$ cat src/rtl/urv_writeback_nb_pkg.sv
// Shared definitions for the non-blocking writeback stage: load/store width codes,
// result source selects and the load-queue entry layout.
package urv_writeback_nb_pkg;

  localparam logic [2:0] LDST_B  = 3'b000;
  localparam logic [2:0] LDST_H  = 3'b001;
  localparam logic [2:0] LDST_W  = 3'b010;
  localparam logic [2:0] LDST_BU = 3'b100;
  localparam logic [2:0] LDST_HU = 3'b101;

  localparam logic [1:0] RD_SOURCE_ALU      = 2'b00;
  localparam logic [1:0] RD_SOURCE_SHIFTER  = 2'b01;
  localparam logic [1:0] RD_SOURCE_MULTIPLY = 2'b10;

  localparam int LQ_RD_W  = 5;
  localparam int LQ_FUN_W = 3;
  localparam int LQ_OFF_W = 2;

  typedef struct packed {
    logic [LQ_RD_W-1:0]  rd;
    logic [LQ_FUN_W-1:0] fun;
    logic [LQ_OFF_W-1:0] off;
  } lq_entry_t;

endpackage

$ cat src/rtl/urv_writeback_nb_load_align.sv
// urv_load_align: picks the addressed byte/half/word out of returned load data
// and sign- or zero-extends it according to the load width code.
module urv_load_align
  import urv_writeback_nb_pkg::*;
(
  input  logic [2:0]  fun_i,
  input  logic [1:0]  off_i,
  input  logic [31:0] data_i,
  output logic [31:0] value_o
);

  logic [7:0]  w_byte;
  logic [15:0] w_half;

  always_comb begin
    w_byte  = data_i[{off_i, 3'b000} +: 8];
    w_half  = off_i[1] ? data_i[31:16] : data_i[15:0];
    value_o = data_i;
    case (fun_i)
      LDST_B:  value_o = {{24{w_byte[7]}}, w_byte};
      LDST_BU: value_o = {24'b0, w_byte};
      LDST_H:  value_o = {{16{w_half[15]}}, w_half};
      LDST_HU: value_o = {16'b0, w_half};
      default: value_o = data_i;
    endcase
  end

endmodule

$ cat src/rtl/urv_writeback_nb.sv
// Non-blocking writeback: in-order load queue, store counter, pending-register mask
// and a shared register-file write port. Optional URV_WB_MISALIGN_CHECK_EN rejects misaligned loads.
module urv_writeback_nb
  import urv_writeback_nb_pkg::*;
#(
  parameter int LQ_DEPTH = 2,
  parameter int ST_MAX   = 3
) (
  input  logic        clk_i,
  input  logic        rst_i,
  input  logic        x_valid_i,
  input  logic        x_load_i,
  input  logic        x_store_i,
  input  logic [2:0]  x_fun_i,
  input  logic [31:0] x_dm_addr_i,
  input  logic [4:0]  x_rd_i,
  input  logic        x_rd_write_i,
  input  logic [1:0]  x_rd_source_i,
  input  logic [31:0] x_rd_value_i,
  input  logic [31:0] x_shifter_rd_value_i,
  input  logic [31:0] x_multiply_rd_value_i,
  input  logic [31:0] dm_data_l_i,
  input  logic        dm_load_done_i,
  input  logic        dm_store_done_i,
  output logic        w_stall_req_o,
  output logic [31:0] w_pending_o,
  output logic        w_idle_o,
  output logic        w_misaligned_o,
  output logic [4:0]  rf_rd_o,
  output logic [31:0] rf_rd_value_o,
  output logic        rf_rd_write_o
);

  localparam int PW = (LQ_DEPTH > 1) ? $clog2(LQ_DEPTH) : 1;
  localparam int CW = $clog2(LQ_DEPTH) + 1;
  localparam int SW = $clog2(ST_MAX + 1);

  lq_entry_t        r_lq [LQ_DEPTH];
  logic [PW-1:0]    r_wptr, r_rptr;
  logic [CW-1:0]    r_count;
  logic [SW-1:0]    r_st_count;
  logic [31:0]      r_pending;

  lq_entry_t        w_head;
  logic [31:0]      w_load_value, w_nl_value;
  logic             w_pop, w_push, w_load_we, w_is_load, w_is_nl, w_misalign;
  logic             w_load_stall, w_nl_stall, w_st_inc, w_st_dec, w_st_stall, w_st_accept;
  logic             w_full, w_rd_pending;
  logic             w_unused_addr;

  assign w_unused_addr = ^x_dm_addr_i[31:2];
  assign w_head        = r_lq[r_rptr];
  assign w_full        = (r_count == CW'(LQ_DEPTH));
  assign w_pop         = dm_load_done_i && (r_count != '0);
  assign w_load_we     = w_pop && (w_head.rd != 5'd0);
  assign w_rd_pending  = r_pending[x_rd_i];
  assign w_is_load     = x_valid_i && x_load_i;
  assign w_is_nl       = x_valid_i && !x_load_i && !x_store_i && x_rd_write_i;

`ifdef URV_WB_MISALIGN_CHECK_EN
  always_comb begin
    w_misalign = 1'b0;
    if (w_is_load) begin
      case (x_fun_i)
        LDST_H, LDST_HU: w_misalign = x_dm_addr_i[0];
        LDST_W:          w_misalign = |x_dm_addr_i[1:0];
        default:         w_misalign = 1'b0;
      endcase
    end
  end
`else
  assign w_misalign = 1'b0;
`endif

  // Hazard check uses pre-pop pending state, so a same-cycle pop of the same rd still stalls.
  assign w_load_stall = w_is_load && !w_misalign && ((w_full && !w_pop) || w_rd_pending);
  assign w_push       = w_is_load && !w_misalign && !w_load_stall;
  assign w_nl_stall   = w_is_nl && (w_load_we || w_rd_pending);

  assign w_st_inc     = x_valid_i && x_store_i;
  assign w_st_dec     = dm_store_done_i && (r_st_count != '0);
  assign w_st_stall   = w_st_inc && (r_st_count == SW'(ST_MAX)) && !dm_store_done_i;
  assign w_st_accept  = w_st_inc && !w_st_stall;

  assign w_stall_req_o  = w_load_stall || w_nl_stall || w_st_stall;
  assign w_misaligned_o = w_misalign;
  assign w_pending_o    = r_pending;
  assign w_idle_o       = (r_count == '0) && (r_st_count == '0);

  urv_load_align u_align (
    .fun_i   (w_head.fun),
    .off_i   (w_head.off),
    .data_i  (dm_data_l_i),
    .value_o (w_load_value)
  );

  always_comb begin
    case (x_rd_source_i)
      RD_SOURCE_SHIFTER:  w_nl_value = x_shifter_rd_value_i;
      RD_SOURCE_MULTIPLY: w_nl_value = x_multiply_rd_value_i;
      default:            w_nl_value = x_rd_value_i;
    endcase
  end

  always_comb begin
    rf_rd_o       = x_rd_i;
    rf_rd_value_o = w_nl_value;
    rf_rd_write_o = w_is_nl && !w_nl_stall;
    if (w_load_we) begin
      rf_rd_o       = w_head.rd;
      rf_rd_value_o = w_load_value;
      rf_rd_write_o = 1'b1;
    end
  end

  always_ff @(posedge clk_i) begin
    if (w_push) r_lq[r_wptr] <= '{rd: x_rd_i, fun: x_fun_i, off: x_dm_addr_i[1:0]};
  end

  always_ff @(posedge clk_i) begin
    if (rst_i) begin
      r_wptr     <= '0;
      r_rptr     <= '0;
      r_count    <= '0;
      r_st_count <= '0;
      r_pending  <= '0;
    end else begin
      if (w_push) r_wptr <= (r_wptr == PW'(LQ_DEPTH - 1)) ? '0 : r_wptr + PW'(1);
      if (w_pop)  r_rptr <= (r_rptr == PW'(LQ_DEPTH - 1)) ? '0 : r_rptr + PW'(1);
      if (w_push && !w_pop)      r_count <= r_count + CW'(1);
      else if (w_pop && !w_push) r_count <= r_count - CW'(1);
      if (w_st_accept && !w_st_dec)      r_st_count <= r_st_count + SW'(1);
      else if (w_st_dec && !w_st_accept) r_st_count <= r_st_count - SW'(1);
      r_pending <= (r_pending & ~(w_pop ? (32'd1 << w_head.rd) : 32'd0))
                 | ((w_push && x_rd_i != 5'd0) ? (32'd1 << x_rd_i) : 32'd0);
    end
  end

endmodule
$ cat config.mk
export PLATFORM = sky130hd
export DESIGN_NAME = urv_writeback_nb
export DESIGN_NICKNAME = d
export VERILOG_FILES = /design/src/rtl/urv_writeback_nb_pkg.sv /design/src/rtl/urv_writeback_nb_load_align.sv /design/src/rtl/urv_writeback_nb.sv
export SDC_FILE = /design/constraint.sdc
export NUM_CORES = 1
export LEC_CHECK = 0
export ABC_AREA = 0
export CORE_UTILIZATION = 40
export DETAILED_ROUTE_END_ITERATION = 16
export PLACE_DENSITY = 0.85
export SYNTH_ARGS = -nofsm -noshare
export SYNTH_HDL_FRONTEND = slang
export SYNTH_SLANG_ARGS = --single-unit
$ cat constraint.sdc
create_clock -name clk_i -period 9.05 [get_ports clk_i]
set_clock_uncertainty 0.15 [all_clocks]
set_input_delay 1.3575 -clock clk_i [delete_from_list [all_inputs] [get_ports clk_i]]
set_output_delay 1.3575 -clock clk_i [all_outputs]
set_load 0.005 [all_outputs]
==> flow_summary.json <==
{
  "run_status": "finished clean",
  "hpwlAfterDp_um": 13800,
  "drtIter0Drc": 498,
  "postSynthRegisterBits": 59,
  "syn_inst": 548,
  "rows": 37,
  "vias": 5360,
  "n_antenna_cell": 0,
  "timing.fmax_mhz": 162,
  "p_per_area_nw_per_um2": 168,
  "fin_nets": 922,
  "gr-usage-all-layers_pct": 31.0,
  "drtPass1Iterations": 8,
  "antenna_found_initial": 1,
  "hp-class": "reg2reg",
  "crit_path_end_kind": "output pin",
  "die_x_um": 107,
  "grt_max_degree": 65,
  "coreArea_um2": 10500,
  "cts_root_buf": "clkbuf_8",
  "synth_largest_area_cell": "dfxtp_1",
  "cts_hold_buf": 0,
  "pwr-share-seq_pct": 27.9,
  "gr-total-overflow": 0,
  "synth-edff-count": 20,
  "cts_inserted_buffers": 9,
  "insertion_delay_ns": 0.35,
  "power_leakage_nw": 2.40,
  "synth_fp_nets": 730,
  "place_area_um2": 6630,
  "cts_tree": "done",
  "syn_to_final_growth_pct": 55.1,
  "mostFrequentLayoutCell": "clkdlybuf4s50_1",
  "ys_types": 56,
  "critical_path_class": "in2out",
  "yosysWarnings": 0,
  "reg2reg_depth": 5,
  "syn_area_um2": 4410,
  "ys_top_cells_by_area": "dfxtp_1, edfxtp_1, o21ai_0, a21oi_1, a22oi_1",
  "clockBufferDepth": 2,
  "layout_common_cells": "clkdlybuf4s50_1, o21ai_0, nand2_1, nor2_1, a21oi_1",
  "fill_cells": 864,
  "die_height_um": 107,
  "start_util_pct": 41.9,
  "p_clk_share_pct": 21.5,
  "setup_viol": 0,
  "gp_congestion": 0.968,
  "seq_area_frac_synth_pct": 31.3,
  "rsz0062_at_grt": "no",
  "post-route-drc-count": 0,
  "maxSlewViolCount": 0,
  "worstPathArrival_ns": 4.66,
  "io_pins": 251,
  "cp-startpoint": "x_rd_i[1]",
  "cts.sink_count": 59,
  "maxCapViolCount": 0,
  "port_buffers": 219,
  "final-seq-area_um2": 1380,
  "grt_pass1_vias": 5092,
  "post_cts_resized": 0,
  "final-hold-violation-count": 0,
  "reg2reg_to": "r_lq[0][1]",
  "peakVddDrop_mv": 0.141,
  "post-cts-setup-buffers": 0,
  "worstMarginPinSlew_ns": 1.21,
  "multi_input_area_um2": 2830,
  "intPower_mw": 0.725,
  "drt_wl_total_um": 18100,
  "final_core_util_pct": 65.0,
  "drtAntennaViolNets": 0,
  "stdcell_area_um2": 6830,
  "grt_pass1_wl_um": 27100,
  "synth_area_per_cell_um2": 8.04,
  "combPwrFrac_pct": 50.6,
  "viasPerCell": 6.08,
  "netlist.area_leader.share_pct": 17.7,
  "placed_cells": 865,
  "relSlewSlack_pct": 18.9,
  "period_share_pct": 68.2,
  "fp.dieArea_um2": 11400,
  "fin_cells": 881,
  "p_total_mw": 1.15,
  "finalSetupTns_ns": 0,
  "layout-drive-gt1-share_pct": 7.25,
  "cp.required_ns": 7.54,
  "swShare_pct": 36.9,
  "worst-path-max-fanout": 25,
  "net-switching-power_mw": 0.424,
  "async_reset_ff_share_pct": 0,
  "startpoint_type": "input pin",
  "synth_flop_cell": "dfxtp_1",
  "clk_pin_slew_ns": 0.07,
  "post_drt_wl_per_cell_um": 20.6,
  "min_period_ns": 6.17,
  "cts-htree-levels": 3,
  "r2r_start": "w_pending_o[16]",
  "crit_end": "w_stall_req_o",
  "r2r_setup_slack_ns": 6.00
}
flip-flops by register name, indices dropped and copies added (netlist names), named ones only:
signal and count:
r_count 2, r_lq 20, r_rptr 1, r_st_count 2, r_wptr 1, w_pending_o 32
Yosys cell counts, drive strengths merged (3+ instances only):
master / count
a22oi: 33
mux4: 6
clkbuf: 28
or2: 4
buf: 13
xor2: 4
nand3: 17
o31ai: 13
nor2b: 19
mux2i: 9
inv: 7
o41ai: 3
edfxtp: 20
nor3: 5
mux2: 20
a211oi: 32
nand4: 3
ha: 4
o21ai: 55
a31oi: 10
nor2: 52
a21oi: 50
and3: 10
nand2: 53
nand2b: 5
dfxtp: 39
a221oi: 7
through the flow:
step           setup WS, ns  hold WS, ns
5_1_grt                2.80        0.372
6_report               2.88        0.347
2_1_floorplan          4.65        0.304
4_1_cts                2.92        0.344
3_3_place_gp           2.97        0.327
3_5_place_dp           2.93        0.333
power by group through the flow:
| stage | registers, mW | logic [mW] | clock network, mW |
|---|---|---|---|
| 2_1_floorplan | 0.307 | 0.301 | 0 |
| 3_3_place_gp | 0.323 | 0.561 | 0 |
| 3_5_place_dp | 0.325 | 0.571 | 0 |
| 4_1_cts | 0.321 | 0.576 | 0.249 |
| 5_1_grt | 0.324 | 0.622 | 0.260 |
| 6_report | 0.321 | 0.581 | 0.247 |
cell type report:
class / count / share of cell area (%)
clock inverters: 3 / 0.238
clock buffers: 13 / 2.80
well taps: 136 / 2.49
multi-input cells: 441 / 41.5
inverters: 7 / 0.385
flip-flops and latches: 59 / 20.2
repair buffers: 222 / 32.4
worst min path at each step:
stage | startpoint | to | slack (ns) | cells after the start
2_1_floorplan | w_pending_o[0] | w_pending_o[0] | 0.30 | 2
3_3_place_gp | w_pending_o[0] | w_pending_o[0] | 0.33 | 2
3_5_place_dp | w_pending_o[22] | w_pending_o[22] | 0.33 | 2
4_1_cts | w_pending_o[22] | w_pending_o[22] | 0.34 | 2
5_1_grt | w_pending_o[30] | w_pending_o[30] | 0.37 | 2
6_report | w_pending_o[26] | w_pending_o[26] | 0.35 | 2
worst max-delay path, stage by stage:
cell,delay [ns]
clkdlybuf4s50_1,1.20
mux2_2,0.43
mux4_2,0.55
nor3b_4,0.32
o221ai_1,0.17
and3_1,0.20
clkdlybuf4s50_1,0.44
cell families (layout without fill, tap and decap cells):
logic type | count (synthesis) | in the layout | share of synthesized area (%)
buffers and inverters | 48 | 245 | 4.68
AOI/OAI and AO/OA | 216 | 216 | 31.7
DFF | 59 | 59 | 31.3
adders and majority gates | 4 | 4 | 1.14
and+or+nand+nor | 180 | 180 | 19.7
muxes | 35 | 35 | 10.4
other | 1 | 1 | 0.0851
xor gates and xnor gates | 5 | 5 | 0.994
layer usage:
| layer | routed length, um | global-route usage [%] | vias to the layer above | share of wire [%] |
|---|---|---|---|---|
| li1 | - | - | 2466 | - |
| met1 | 6990 | 36.1 | 2489 | 39 |
| met2 | 8690 | 54.0 | 337 | 48 |
| met3 | 1740 | 7.60 | 66 | 9.6 |
| met4 | 712 | 13.0 | 2 | 3.9 |
| met5 | 12 | 0 | - | 0.066 |
Note: power is estimated with default switching activity, not from simulation.
